===== config.mk =====
export PLATFORM = sky130hd
export DESIGN_NAME = regxfer_ctrl
export DESIGN_NICKNAME = d
export VERILOG_FILES = /design/src/rtl/regxfer_ctrl.sv
export SDC_FILE = /design/constraint.sdc
export NUM_CORES = 1
export LEC_CHECK = 0
export CELL_PAD_IN_SITES_DETAIL_PLACEMENT = 1
export CELL_PAD_IN_SITES_GLOBAL_PLACEMENT = 2
export CORE_ASPECT_RATIO = 0.6
export CORE_MARGIN = 1.5
export CORE_UTILIZATION = 16
export CTS_BUF_LIST = sky130_fd_sc_hd__clkbuf_16
export CTS_CLUSTER_DIAMETER = 40
export DETAILED_ROUTE_END_ITERATION = 8
export GPL_TIMING_DRIVEN = 1
export PLACE_DENSITY = 0.8
export SLEW_MARGIN = 15
export SYNTH_ARGS = -nofsm -noshare
export SYNTH_HDL_FRONTEND = slang
export SYNTH_SLANG_ARGS = --single-unit

===== constraint.sdc =====
create_clock -name CLK -period 1.32 [get_ports CLK]
set_input_delay 0.264 -clock CLK [delete_from_list [all_inputs] [get_ports CLK]]
set_output_delay 0.264 -clock CLK [all_outputs]
set_load 0.02 [all_outputs]

===== src/rtl/regxfer_ctrl.sv =====
// regxfer_ctrl: sequences 65C02 register-to-register transfers (TAX/TXA/TAY/TYA/TSX/TXS).
// Define REGXFER_STATS_EN to build the saturating completed-write counter on XFER_COUNT.
module regxfer_ctrl #(
  parameter int WIDTH = 8
) (
  input  logic             CLK,
  input  logic             RESET_N,
  input  logic             CMD_VALID,
  output logic             CMD_READY,
  input  logic [1:0]       CMD_SRC,
  input  logic [1:0]       CMD_DST,
  input  logic [WIDTH-1:0] BUS,
  output logic [1:0]       SRC_SEL,
  output logic [3:0]       DST_CE,
  output logic             FLAG_N,
  output logic             FLAG_Z,
  output logic             DONE,
  output logic [15:0]      XFER_COUNT
);

  // state  | meaning
  // IDLE   | ready for a command; DONE pulses here after a transfer
  // SELECT | source mux driven, bus settling, no CE
  // WRITE  | one-hot CE to destination for one cycle; flags captured at exit
  typedef enum logic [1:0] {
    ST_IDLE   = 2'd0,
    ST_SELECT = 2'd1,
    ST_WRITE  = 2'd2
  } state_t;

  localparam logic [1:0] REG_S = 2'd3;

  state_t     state_q, state_d;
  logic [1:0] src_sel_q, src_sel_d;
  logic [1:0] dst_q, dst_d;
  logic [3:0] dst_ce_q, dst_ce_d;
  logic       flag_n_q, flag_n_d;
  logic       flag_z_q, flag_z_d;
  logic       done_q, done_d;
  logic       accept;

  assign CMD_READY = (state_q == ST_IDLE);
  assign accept    = CMD_VALID && CMD_READY;

  always_ff @(posedge CLK) begin
    if (!RESET_N) begin
      state_q   <= ST_IDLE;
      src_sel_q <= 2'd0;
      dst_q     <= 2'd0;
      dst_ce_q  <= 4'd0;
      flag_n_q  <= 1'b0;
      flag_z_q  <= 1'b0;
      done_q    <= 1'b0;
    end else begin
      state_q   <= state_d;
      src_sel_q <= src_sel_d;
      dst_q     <= dst_d;
      dst_ce_q  <= dst_ce_d;
      flag_n_q  <= flag_n_d;
      flag_z_q  <= flag_z_d;
      done_q    <= done_d;
    end
  end

  always_comb begin
    state_d = state_q;
    case (state_q)
      ST_IDLE:   if (accept) state_d = ST_SELECT;
      ST_SELECT: state_d = ST_WRITE;
      ST_WRITE:  state_d = ST_IDLE;
      default:   state_d = ST_IDLE;
    endcase
  end

  always_comb begin
    src_sel_d = src_sel_q;
    dst_d     = dst_q;
    dst_ce_d  = 4'd0;
    flag_n_d  = flag_n_q;
    flag_z_d  = flag_z_q;
    done_d    = 1'b0;
    case (state_q)
      ST_IDLE: begin
        if (accept) begin
          src_sel_d = CMD_SRC;
          dst_d     = CMD_DST;
        end
      end
      ST_SELECT: begin
        // a self-transfer is sequenced but never strobes the register
        if (src_sel_q != dst_q) dst_ce_d = 4'b0001 << dst_q;
      end
      ST_WRITE: begin
        done_d = 1'b1;
        if ((dst_ce_q != 4'd0) && (dst_q != REG_S)) begin
          flag_n_d = BUS[WIDTH-1];
          flag_z_d = (BUS == '0);
        end
      end
      default: ;
    endcase
  end

`ifdef REGXFER_STATS_EN
  logic [15:0] xfer_count_q, xfer_count_d;

  always_comb begin
    xfer_count_d = xfer_count_q;
    if ((state_q == ST_WRITE) && (dst_ce_q != 4'd0) && (xfer_count_q != 16'hFFFF))
      xfer_count_d = xfer_count_q + 16'd1;
  end

  always_ff @(posedge CLK) begin
    if (!RESET_N) xfer_count_q <= 16'd0;
    else          xfer_count_q <= xfer_count_d;
  end

  assign XFER_COUNT = xfer_count_q;
`else
  assign XFER_COUNT = 16'd0;
`endif

  assign SRC_SEL = src_sel_q;
  assign DST_CE  = dst_ce_q;
  assign FLAG_N  = flag_n_q;
  assign FLAG_Z  = flag_z_q;
  assign DONE    = done_q;

endmodule


After elaboration in Yosys (flattened, before gate mapping)
Index checks and enable logic that the tools add are counted.
{ "op_classes": {"muxes": 3, "n_shift": 1, "n_eq_ne": 5, "n_reduce_logical": 8} }
{ "ops": {"columns": ["operator", "n"], "rows": [
  ["$logic_not 8->1", 1],
  ["$pmux 2 s2", 1],
  ["$reduce_and 2->1", 2],
  ["$reduce_bool 4->1", 1],
  ["$shl 1x2->4 const A", 1],
  ["$reduce_and 3->1", 1],
  ["$eq 2x1->1 const B", 1],
  ["$eq 2x2->1 const B", 1],
  ["$logic_and 1x1->1", 2],
  ["$logic_not 2->1", 1],
  ["$mux 2", 1],
  ["$ne 2x1->1 const B", 1],
  ["$ne 2x2->1", 1],
  ["$ne 2x2->1 const B", 1],
  ["$mux 1", 1]
]} }
{ "totals": {"word_cells": 24, "out_inout_bits": 26, "register_bits": 13} }

Depth between registers and ports, before layout
{ "logic_depth": {"depth_word": 4, "ltp_mapped": 5, "depth_no_buf": 5} }

Worst setup path before layout
No wires, ideal clock.
{ "synth_timing": {"path_type": "register -> register", "start": "register dst_ce_q[1], in the netlist DST_CE[1]", "end": "register flag_n_q, in the netlist FLAG_N", "path_slack_ps": -30, "period_less_slack_ps": 1350, "stages_incl_launch_ff": 5, "arrival_time_ps": 1234, "cell_sequence": "dfxtp_1 or4_4 nand4b_2 mux2i_1 nor2b_1"} }
{ "synth_via": {"elab_chain_len": 3} }
{ "synth_rtl": {"columns": ["item", "line", "rtl"], "rows": [
  ["from (decl)", "36", "logic [3:0] dst_ce_q, dst_ce_d;"],
  ["from (signal assigned)", "58", "dst_ce_q <= dst_ce_d;"],
  ["$reduce_bool 4->1", "95", "if ((dst_ce_q != 4'd0) && (dst_q != REG_S)) begin"],
  ["$logic_and 1x1->1", "95", null],
  ["$reduce_and 2->1 (no source line)", null, null],
  ["to (signal assigned)", "59", "flag_n_q <= flag_n_d;"],
  ["to (decl)", "37", "logic flag_n_q, flag_n_d;"]
]} }
No other way between the ends.
A chain may end at the register's enable or synchronous reset.

Worst setup path in the final report
Same ends and word-level chain as after synthesis.

==> run summary <==
### Route
* 0 — count of unresolved DRC violations after routing
* 23 — drt first-iter violations
* 3.58 — via density per instance
* 3 — total iterations of the first detailed-routing run
* 10.8 um — Avg WL per Cell
* 0 — number of antenna-violating nets in the routed design
* 522 — routed vias
* 1580 um — total length of routed wires

### CTS
* 2 — maximum count of clock buffers along a single path
* 1 — count of H-tree levels built during CTS
* 13 — number of sinks driven by the clock tree
* sky130_fd_sc_hd__clkbuf_16 — clock root cell
* 3 — CTS Buf Count
* 50 ps — post-CTS clock slew at the launch and capture registers of the worst setup and hold paths
* yes — TritonCTS clock tree
* 0 — postcts setup bufs
* 240 ps — clock latency reported for the late side of the worst-skew pair

### STA
* 1 — total of endpoints with negative setup slack in the final report
* 0 — Final Max Slew Viols
* 0 — final count of hold timing violations
* -2.68 ps — setup slack of the critical path after layout
* 1320 ps — final worst path period need
* 1.59 ps — setup clock skew after layout
* yes — RSZ-0062 raised after global routing
* 756 MHz — highest attainable clock frequency
* 1.00 — fraction of the cycle the final worst path needs
* 465 ps — Post-Route Hold Slack

### Global route
* 0 — initial antenna violation count
* 9 — maximum number of pins on one net before global-route repair
* 0.0782 — GR Util All Layers
* 2550 um — first-pass GRT wire length
* 529 — via count of the first global-routing pass
* 0 — grt ovf

### Floorplan
* 51.3 um — Chip Height
* 0.168 — initial core utilization
* 17 — number of cell rows
* 4290 um2 — area enclosed by the die boundary
* 3700 um2 — standard cell core area
* 41 — I/O Pins
* 83.6 um — Die Wd

### Power
* 0.235 — Sw Share
* 1160 nW/um2 — power density normalized to cell area
* 273 uW — Psw
* 0.354 mV — highest ir drop seen on vdd
* 0.157 — share of power burned in combinational logic
* 0.455 nW — leakage dissipation
* 0.359 — part of the total power dissipated in sequential elements
* 889 uW — Internal Power
* 0.484 — portion of total power attributed to the clock network

### Placed design
* 142 — number of cells after detailed placement
* 24 — Port-buffer cells
* 1280 um — detailed placement HPWL
* 0.783 — Placer Congestion

### Outcome
* setup timing — failing checks
* finished with violations — status

### Logic synthesis
* 0 — number of enable flip-flop cells after synthesis
* 13 — FF+latch count, synth
* 623 um2 — Post-Syn Area
* 0.418 — share of Yosys cell area claimed by the top area cell type
* sky130_fd_sc_hd__dfxtp_1 — Primary FF master, synth
* 65 — synthesized instance count
* 22 — Yosys cell types
* 0 — Warnings, synthesis
* sky130_fd_sc_hd__dfxtp_1 — most area-hungry cell type in the Yosys netlist
* 9.59 um2 — mean post-synth cell area
* sky130_fd_sc_hd__dfxtp_1 (42%), sky130_fd_sc_hd__buf_4 (19%), sky130_fd_sc_hd__mux2i_1 (6.4%) — synth top area cells
* 0.418 — share of synthesized area occupied by flip-flops and latches
* 0 — Async S/R FF share, synth

### Critical path
* flip-flop to flip-flop — critical path class
* 1460 ps — arrival time of the worst setup path
* -3 ps — register-to-register setup slack
* flip-flop — Setup crit start kind
* 1450 ps — data required time at the worst endpoint
* 3 — crit path max fanout
* flip-flop — Setup crit end kind

### Layout
* 146 — non-filler instance count after layout
* 61.0% — layout overhead on the synthesized area
* 0.182 — share of cells above drive strength 1
* 0 — Ant. Diodes
* 115 — Total Nets Final

### Run
* 0 — maxcap violations

### Worst hold path
* flip-flop to flip-flop — class of the tightest hold or removal check

stage by stage:
stage	worst slack (ps)	cell area [um2]	setup TNS (ps)	utilization	power [mW]
final	-2.68	1000	-2.68	0.271	1.16
after global routing	-52.6	1000	-52.6	0.271	1.22
after CTS	-13.7	988	-13.7	0.267	1.18
after detailed placement	-204	913	-906	0.247	0.607
after global placement	-164	913	-664	0.247	0.601
after floorplan	3.06	682	0	-	0.552
critical path: stages (launching register included):
cell and delay, ps:
sky130_fd_sc_hd__dfxtp_2 310, sky130_fd_sc_hd__or4_4 550, sky130_fd_sc_hd__nand4b_4 110, sky130_fd_sc_hd__mux2i_1 190, sky130_fd_sc_hd__nor2b_1 60
state kept, by name, indices dropped and copies added (netlist names):
name	cells
DST_CE	4
SRC_SEL	2
dst_q	2
state_q	2
DONE	1
FLAG_N	1
FLAG_Z	1
cells in the mapped netlist (2+ instances only):
| cell | number |
|---|---|
| sky130_fd_sc_hd__buf_4 | 16 |
| sky130_fd_sc_hd__dfxtp_1 | 13 |
| sky130_fd_sc_hd__nor2b_1 | 5 |
| sky130_fd_sc_hd__mux2i_1 | 4 |
| sky130_fd_sc_hd__nand2_1 | 4 |
| sky130_fd_sc_hd__nor2_1 | 4 |
| sky130_fd_sc_hd__nor4_1 | 3 |
| sky130_fd_sc_hd__inv_1 | 2 |
routing by layer:
layer | wire, um | GRT usage | vias up
met4 | 23 | 0.0492 | 0
met3 | 105 | 0.0178 | 2
met5 | 0 | 0 | -
met2 | 746 | 0.132 | 22
li1 | - | - | 253
met1 | 700 | 0.0921 | 245
placed cells by master (no fill, tap or decap):
| master | synthesis | layout |
|---|---|---|
| sky130_fd_sc_hd__conb_1 | 1 | 16 |
| sky130_fd_sc_hd__clkdlybuf4s50_1 | 0 | 14 |
| sky130_fd_sc_hd__dfxtp_1 | 13 | 11 |
| sky130_fd_sc_hd__dlygate4sd2_1 | 0 | 10 |
| sky130_fd_sc_hd__buf_4 | 16 | 7 |
| sky130_fd_sc_hd__nor2b_1 | 5 | 5 |
| sky130_fd_sc_hd__nor2_1 | 4 | 4 |
| sky130_fd_sc_hd__nand2_1 | 4 | 4 |
| sky130_fd_sc_hd__mux2i_1 | 4 | 4 |
| sky130_fd_sc_hd__nor4_1 | 3 | 3 |
| sky130_fd_sc_hd__inv_1 | 2 | 3 |
| sky130_fd_sc_hd__clkbuf_16 | 0 | 3 |
| sky130_fd_sc_hd__dfxtp_2 | 0 | 2 |
| sky130_fd_sc_hd__or4_4 | 1 | 1 |
| sky130_fd_sc_hd__nand4b_4 | 0 | 1 |
| sky130_fd_sc_hd__nand3b_1 | 1 | 1 |
| sky130_fd_sc_hd__a21boi_1 | 1 | 1 |
| sky130_fd_sc_hd__and3b_1 | 1 | 1 |
| sky130_fd_sc_hd__nor3b_2 | 1 | 1 |
| sky130_fd_sc_hd__and2_1 | 1 | 1 |
| sky130_fd_sc_hd__a21oi_1 | 1 | 1 |
| sky130_fd_sc_hd__or2_4 | 0 | 1 |
| sky130_fd_sc_hd__inv_2 | 1 | 1 |
| sky130_fd_sc_hd__o21ai_0 | 1 | 1 |
| sky130_fd_sc_hd__a2111oi_4 | 0 | 1 |
| sky130_fd_sc_hd__a211oi_1 | 1 | 1 |
final timing paths:
check / start / endpoint / depth (start not counted)
setup reg to reg: DST_CE[1] / FLAG_N / 4
hold reg to reg: dst_q[0] / DST_CE[0] / 1
hold / removal: dst_q[0] / DST_CE[0] / 1
setup / recovery: DST_CE[1] / FLAG_N / 4
cell families after synthesis:
kind of cell,share of synthesized area
simple gates,0.237
buf+inv,0.211
flops,0.418
compound gates,0.0642
mux,0.0643
other cells,0.00602
power groups by stage:
stage,combinational (mW),sequential [mW],clock [mW]
after floorplan,0.118,0.434,0
after global placement,0.178,0.423,0
after detailed placement,0.183,0.424,0
after CTS,0.179,0.417,0.580
after global routing,0.197,0.418,0.607
final,0.182,0.418,0.562
area by class of cell:
| type | instances | area [um2] |
|---|---|---|
| clock buffers | 3 | 75.1 |
| clock inverters | 1 | 3.75 |
| fillers | 450 | 2700 |
| inverters | 3 | 11.3 |
| multi-input cells | 48 | 312 |
| flip-flops and latches | 13 | 263 |
| well taps | 47 | 58.8 |
| repair buffers | 31 | 280 |
repair_timing:
action	4_1_cts	5_1_grt
resized for setup	11	2
hold buffers	0	0
setup endpoints to repair	11	3
cloned	0	0
No activity file was read; power rests on OpenSTA's default activity.
